`src/rtl/ir_rx_pkg.sv`:
```
// Shared types and constants for the IR pulse capture block.
package ir_rx_pkg;

  localparam int DUR_WIDTH      = 16;
  localparam int PRESCALE_WIDTH = 8;

  typedef enum logic [1:0] {
    ST_IDLE  = 2'd0,
    ST_MARK  = 2'd1,
    ST_SPACE = 2'd2
  } state_t;

  // One captured pulse: level (1 = mark) and its length in ticks.
  typedef struct packed {
    logic                 level;
    logic [DUR_WIDTH-1:0] duration;
  } entry_t;

endpackage

```
`src/rtl/ir_rx_fifo.sv`:
```
// Synchronous FIFO with async reset, flush and full/empty flags.
// A push into a full FIFO is accepted only when a pop happens in the same cycle.
module ir_rx_fifo #(
  parameter int DEPTH = 8,
  parameter int WIDTH = 17
) (
  input  logic             clk_i,
  input  logic             rst_i,
  input  logic             flush_i,
  input  logic             push_i,
  input  logic [WIDTH-1:0] data_i,
  input  logic             pop_i,
  output logic [WIDTH-1:0] data_o,
  output logic             full_o,
  output logic             empty_o
);

  localparam int AW = $clog2(DEPTH);

  logic [AW:0]      wr_q, rd_q;
  logic [WIDTH-1:0] mem_q [DEPTH];
  logic             wr_en, rd_en;

  assign empty_o = (wr_q == rd_q);
  assign full_o  = (wr_q[AW] != rd_q[AW]) && (wr_q[AW-1:0] == rd_q[AW-1:0]);
  assign wr_en   = push_i && (!full_o || pop_i);
  assign rd_en   = pop_i && !empty_o;
  assign data_o  = empty_o ? '0 : mem_q[rd_q[AW-1:0]];

  // Pointer update; flush empties the FIFO without touching storage.
  always_ff @(posedge clk_i or posedge rst_i) begin
    if (rst_i) begin
      wr_q <= '0;
      rd_q <= '0;
    end else if (flush_i) begin
      wr_q <= '0;
      rd_q <= '0;
    end else begin
      if (wr_en) wr_q <= wr_q + (AW+1)'(1);
      if (rd_en) rd_q <= rd_q + (AW+1)'(1);
    end
  end

  // Storage write; contents are only observable through valid pointers.
  always_ff @(posedge clk_i) begin
    if (wr_en && !flush_i) mem_q[wr_q[AW-1:0]] <= data_i;
  end

endmodule

```
`src/rtl/ir_pulse_capture.sv`:
```
// IR pulse capture: measures mark/space durations of a demodulated IR
// receiver output and queues them as {level, duration} entries.
// Optional glitch filter enabled by defining IR_RX_GLITCH_FILTER_EN.
module ir_pulse_capture
  import ir_rx_pkg::*;
#(
  parameter int FIFO_DEPTH = 8,
  parameter int DUR_WIDTH  = ir_rx_pkg::DUR_WIDTH
) (
  input  logic                      clock_in,
  input  logic                      reset_in,
  input  logic                      enable_in,
  input  logic                      ir_in,
  input  logic [PRESCALE_WIDTH-1:0] prescale_in,
  input  logic [DUR_WIDTH-1:0]      timeout_in,
  output logic [DUR_WIDTH:0]        data_out,
  output logic                      valid_out,
  input  logic                      ready_in,
  output logic                      frame_end_out,
  output logic                      overflow_out,
  output logic                      busy_out
);

  state_t                    state_q;
  logic                      sync1_q, sync2_q;
  logic                      lvl_q;
  logic                      mark_now, chg, tick;
  logic [PRESCALE_WIDTH-1:0] pre_q, pre_d;
  logic [DUR_WIDTH-1:0]      dur_q, dur_d;
  logic                      push_q;
  logic [DUR_WIDTH:0]        push_data_q;
  logic                      frame_end_q, overflow_q;
  logic                      fifo_full, fifo_empty, pop;

  // Two-flop synchronizer; idles high (space) out of reset.
  always_ff @(posedge clock_in or posedge reset_in) begin
    if (reset_in) begin
      sync1_q <= 1'b1;
      sync2_q <= 1'b1;
    end else begin
      sync1_q <= ir_in;
      sync2_q <= sync1_q;
    end
  end

`ifdef IR_RX_GLITCH_FILTER_EN
  logic [2:0] hist_q;

  // History of the last three synchronized samples for the glitch filter.
  always_ff @(posedge clock_in or posedge reset_in) begin
    if (reset_in) hist_q <= 3'b111;
    else          hist_q <= {hist_q[1:0], sync2_q};
  end

  // Level only moves once four consecutive samples agree.
  assign mark_now = (hist_q == {3{sync2_q}}) ? ~sync2_q : lvl_q;
`else
  assign mark_now = ~sync2_q;
`endif

  assign chg = (mark_now != lvl_q);

  // Prescaler and saturating duration counter next-state.
  always_comb begin
    tick  = (pre_q == prescale_in);
    pre_d = tick ? '0 : pre_q + PRESCALE_WIDTH'(1);
    dur_d = (tick && (dur_q != '1)) ? dur_q + DUR_WIDTH'(1) : dur_q;
  end

  // Capture FSM; the pushed duration includes a tick landing on the change edge.
  always_ff @(posedge clock_in or posedge reset_in) begin
    if (reset_in) begin
      state_q     <= ST_IDLE;
      lvl_q       <= 1'b0;
      pre_q       <= '0;
      dur_q       <= '0;
      push_q      <= 1'b0;
      push_data_q <= '0;
      frame_end_q <= 1'b0;
    end else if (!enable_in) begin
      state_q     <= ST_IDLE;
      lvl_q       <= 1'b0;
      pre_q       <= '0;
      dur_q       <= '0;
      push_q      <= 1'b0;
      frame_end_q <= 1'b0;
    end else begin
      push_q      <= 1'b0;
      frame_end_q <= 1'b0;
      lvl_q       <= mark_now;
      if (chg) begin
        pre_q <= '0;
        dur_q <= '0;
      end else begin
        pre_q <= pre_d;
        dur_q <= dur_d;
      end
      case (state_q)
        ST_IDLE: begin
          if (chg && mark_now) state_q <= ST_MARK;
        end
        ST_MARK: begin
          if (chg) begin
            push_q      <= 1'b1;
            push_data_q <= {1'b1, dur_d};
            state_q     <= ST_SPACE;
          end
        end
        ST_SPACE: begin
          if (chg) begin
            push_q      <= 1'b1;
            push_data_q <= {1'b0, dur_d};
            state_q     <= ST_MARK;
          end else if ((timeout_in != '0) && (dur_q == timeout_in)) begin
            frame_end_q <= 1'b1;
            state_q     <= ST_IDLE;
          end
        end
        default: state_q <= ST_IDLE;
      endcase
    end
  end

  assign pop = valid_out && ready_in;

  // Sticky overflow: a push lost because the FIFO was full and not draining.
  always_ff @(posedge clock_in or posedge reset_in) begin
    if (reset_in)                           overflow_q <= 1'b0;
    else if (!enable_in)                    overflow_q <= 1'b0;
    else if (push_q && fifo_full && !pop)   overflow_q <= 1'b1;
  end

  ir_rx_fifo #(
    .DEPTH (FIFO_DEPTH),
    .WIDTH (DUR_WIDTH + 1)
  ) u_fifo (
    .clk_i   (clock_in),
    .rst_i   (reset_in),
    .flush_i (!enable_in),
    .push_i  (push_q),
    .data_i  (push_data_q),
    .pop_i   (pop),
    .data_o  (data_out),
    .full_o  (fifo_full),
    .empty_o (fifo_empty)
  );

  assign valid_out     = !fifo_empty;
  assign frame_end_out = frame_end_q;
  assign overflow_out  = overflow_q;
  assign busy_out      = (state_q != ST_IDLE);

endmodule

```
`config.mk`:
```
export PLATFORM = sky130hd
export DESIGN_NAME = ir_pulse_capture
export DESIGN_NICKNAME = d
export VERILOG_FILES = /design/src/rtl/ir_rx_pkg.sv /design/src/rtl/ir_rx_fifo.sv /design/src/rtl/ir_pulse_capture.sv
export SDC_FILE = /design/constraint.sdc
export NUM_CORES = 1
export LEC_CHECK = 0
export ABC_CLOCK_PERIOD_IN_PS = 3170
export BUFFER_PORTS_ARGS = -buffer_cell sky130_fd_sc_hd__buf_2
export CORE_MARGIN = 4
export CORE_UTILIZATION = 25
export DETAILED_ROUTE_END_ITERATION = 8
export GPL_TIMING_DRIVEN = 0
export PLACE_DENSITY_LB_ADDON = 0.2
export SETUP_SLACK_MARGIN = 0.4
export SYNTH_ARGS = -nofsm -noshare
export SYNTH_HDL_FRONTEND = slang
export SYNTH_SLANG_ARGS = --single-unit
```
`constraint.sdc`:
```
create_clock -name clock_in -period 3.17 [get_ports clock_in]
set_input_delay 0.317 -clock clock_in [delete_from_list [all_inputs] [get_ports clock_in]]
set_output_delay 0.317 -clock clock_in [all_outputs]
set_load 0.02 [all_outputs]
```
==> summary.txt <==
Critical path
  – Kind of end point of the critical path: flip-flop
  – Critical path launch point: u_fifo.rd_q[1]
  – Worst Path Buf+Inv: 2
  – Max stage delay on crit path: 630 ps
  – Critical-path cell list: clkbuf_2 > xnor2_1 > nand3_1 > o31a_1 > nand3b_1 > nor2_2 > buf_8
  – Critical path peak fanout: 10
  – Critical Path AT: 2760 ps
  – Worst r2r path cells: 7
  – Kind of start point of the critical path: flip-flop
  – FF-to-FF Start: u_fifo.rd_q[1]
  – Setup CP Type: flip-flop to flip-flop
  – CP top delay family: simple AND/OR/NAND/NOR gates
  – CP required: 3310 ps
  – CP max stage cell: nor2_2
  – CP Depth: 7

Routing
  – Wirelength per Cell: 17.5 um
  – Final ANT Viol Nets: 0
  – DRC errors left: 0
  – First-pass DRT Iterations: 4
  – Initial DRC Count: 291
  – Final wirelength: 19.0 mm
  – Drt via density: 4.39
  – DR vias: 4,766

Global routing
  – Met1 Use GR: 0.146
  – Global-route wire length before repair: 29.3 mm
  – Vias in the first global route: 5,006
  – Grt met3 use: 0.0205
  – Gr usage total: 0.106
  – Initial antenna violation count: 0
  – Remaining global-route overflow: 0
  – Largest net degree at the start of global routing: 35
  – Grt peak-use layer: met2
  – Routing usage on met2: 0.172

Synthesis
  – Yosys warning total: 0
  – Top post-synthesis cells by area: edfxtp_1 49%, dfrtp_1 16%, mux4_2 9.2%, mux2i_1 2.5%, xor2_1 2.3%
  – Yosys reg bits: 193
  – Synth cell count leaders: 136 x edfxtp_1, 55 x dfrtp_1, 51 x nor2_1, 34 x mux4_2, 22 x xor2_1
  – Average instance area after synthesis: 15.1 um^2
  – Cells after Synth: 552
  – Most instantiated library cell after synthesis: edfxtp_1
  – Seq/Total Area, Yosys: 0.661
  – Mapped cell area: 8340 um^2
  – Primary FF master, synth: edfxtp_1
  – Synthesized Nets: 591
  – Yosys top cell by area: edfxtp_1
  – EDFF count, synth: 136
  – Post-synth cell types: 48
  – Share of the synthesized area in the top cell type: 0.490
  – Ys async rst share: 0.295

STA
  – Unrepaired setup endpoints after global routing: yes
  – Slew margin rel.: 0.186
  – Final period util: 0.827
  – Setup Skew: 17.1 ps
  – Final Setup Violations: 0
  – Minimum clock period after layout: 2620 ps
  – Max Freq: 381 MHz
  – Slew @ Worst Pin: 1210 ps
  – Final Hold Fails: 0
  – Slew Limit Fails: 0

CTS
  – Clock Sinks: 193
  – Reg clk slew, reported paths: 70 ps
  – CTS tree: yes
  – # H-tree levels: 4
  – Root buffer cell: clkbuf_16
  – Clock latency on the worst-skew pair: 440 ps
  – Longest Clk Path Bufs: 2
  – CTS buffer count: 17

Floorplan
  – Ports: 50
  – Die W: 191 um
  – Die area: 36,400 um^2
  – Initial Utilization: 0.255
  – Core Area: 32,700 um^2
  – DIE HEIGHT: 191 um
  – Row count: 66

Layout
  – Final net count: 671
  – Share of cells above drive strength 1: 0.252
  – Ant. Diodes: 0
  – Area grow syn2layout: 19.9%
  – Post-route insts no fill: 1,086
  – Fin area: 10000 um^2

Place
  – Port bufs: 49
  – Placed Instances: 1,052
  – Post-DP HPWL: 13.4 mm
  – GP Congestion: 0.774
  – Placed instance area: 9320 um^2

Pwr
  – Power per standard cell area: 640 nW/um^2
  – Static leakage: 0.00347 uW
  – Peak VDD IR: 0.238 mV

Outcome
  – Status: complete, no violations

Hold path
  – Worst min path class: primary input to flip-flop
  – HP Start: ready_in
  – WHS Path Cells: 4

Run
  – Maximum Capacitance Violations: 0
-- worst reg2reg max path, stage by stage, from the launching register on --
cell and delay, ps:
dfrtp_1 380, clkbuf_2 240, xnor2_1 200, nand3_1 100
o31a_1 270, nand3b_1 280, nor2_2 630, buf_8 240
-- kinds of logic after synthesis --
group                      Yosys count  share of synthesized area
muxes                               56                      0.118
buffers and inverters               39                     0.0196
xor gates and xnor gates            42                     0.0450
adders and majority gates           10                     0.0150
and+or+nand+nor                    158                      0.101
AOI/OAI and AO/OA                   54                     0.0400
DFF                                193                      0.661
-- metal layers --
layer	wire length (um)	up-vias
met1	8850	2381
met4	187	0
met5	0	-
met3	781	13
li1	-	2278
met2	9140	94
-- cell type report --
class	count	area, um^2
well taps	442	553
repair buffers	61	425
plain buffers	27	159
clock inverters	14	163
flip-flops and latches	193	5510
fillers	3317	22700
clock buffers	17	425
multi-input cells	320	2720
inverters	12	45.0
-- per-stage QoR --
step	total power (uW)	setup TNS [ps]	hold WS (ps)	setup slack, ps	utilization
final	6400	0	297	548	0.306
after global routing	6720	0	337	360	0.306
after CTS	6460	0	292	409	0.305
after detailed placement	4320	0	351	204	0.285
after global placement	4260	-61270	350	-501	0.280
after floorplan	3890	0	321	728	-
-- sequential cells by signal (all words and copies together) (netlist names) --
register,cells
state_q,2
u_fifo.rd_q,4
u_fifo.mem_q,136
push_q,1
pre_q,8
lvl_q,1
sync1_q,1
overflow_out,1
dur_q,16
push_data_q,17
u_fifo.wr_q,4
frame_end_out,1
sync2_q,1
-- power by group --
| group | total, uW | switching [uW] | internal, uW |
|---|---|---|---|
| combinational | 1020 | 577 | 444 |
| sequential | 3250 | 248 | 3000 |
| clock | 2130 | 1070 | 1060 |
| total | 6400 | 1890 | 4510 |
-- timing repair --
action / 4_1_cts / 5_1_grt
hold buffers: 2 / 0
setup buffers: 0 / 1
resized for setup: 16 / 15
setup endpoints to repair: 67 / 38
endpoints found under the hold margin: 22 / 0
-- placed cells by master (no fill, tap or decap), drive strengths merged, types with 13 or more instances in the layout --
cell type / Yosys / final
edfxtp: 136 / 136
xor2: 22 / 22
buf: 11 / 75
clkbuf: 16 / 28
nand3: 17 / 17
xnor2: 20 / 20
nor2: 51 / 51
inv: 12 / 19
dfrtp: 55 / 55
mux2i: 21 / 21
nor4: 13 / 13
a21oi: 15 / 15
mux4: 34 / 34
nand2: 17 / 17
-- final timing paths --
check,end,slack (ps)
worst max-delay path,u_fifo.mem_q[2][2],550
worst min-delay path,overflow_out,300
worst max register to register,u_fifo.mem_q[2][2],550
worst min register to register,sync2_q,360
max in group asynchronous,push_data_q[13],2110
min in group asynchronous,state_q[1],470
No activity file was read; power rests on OpenSTA's default activity.
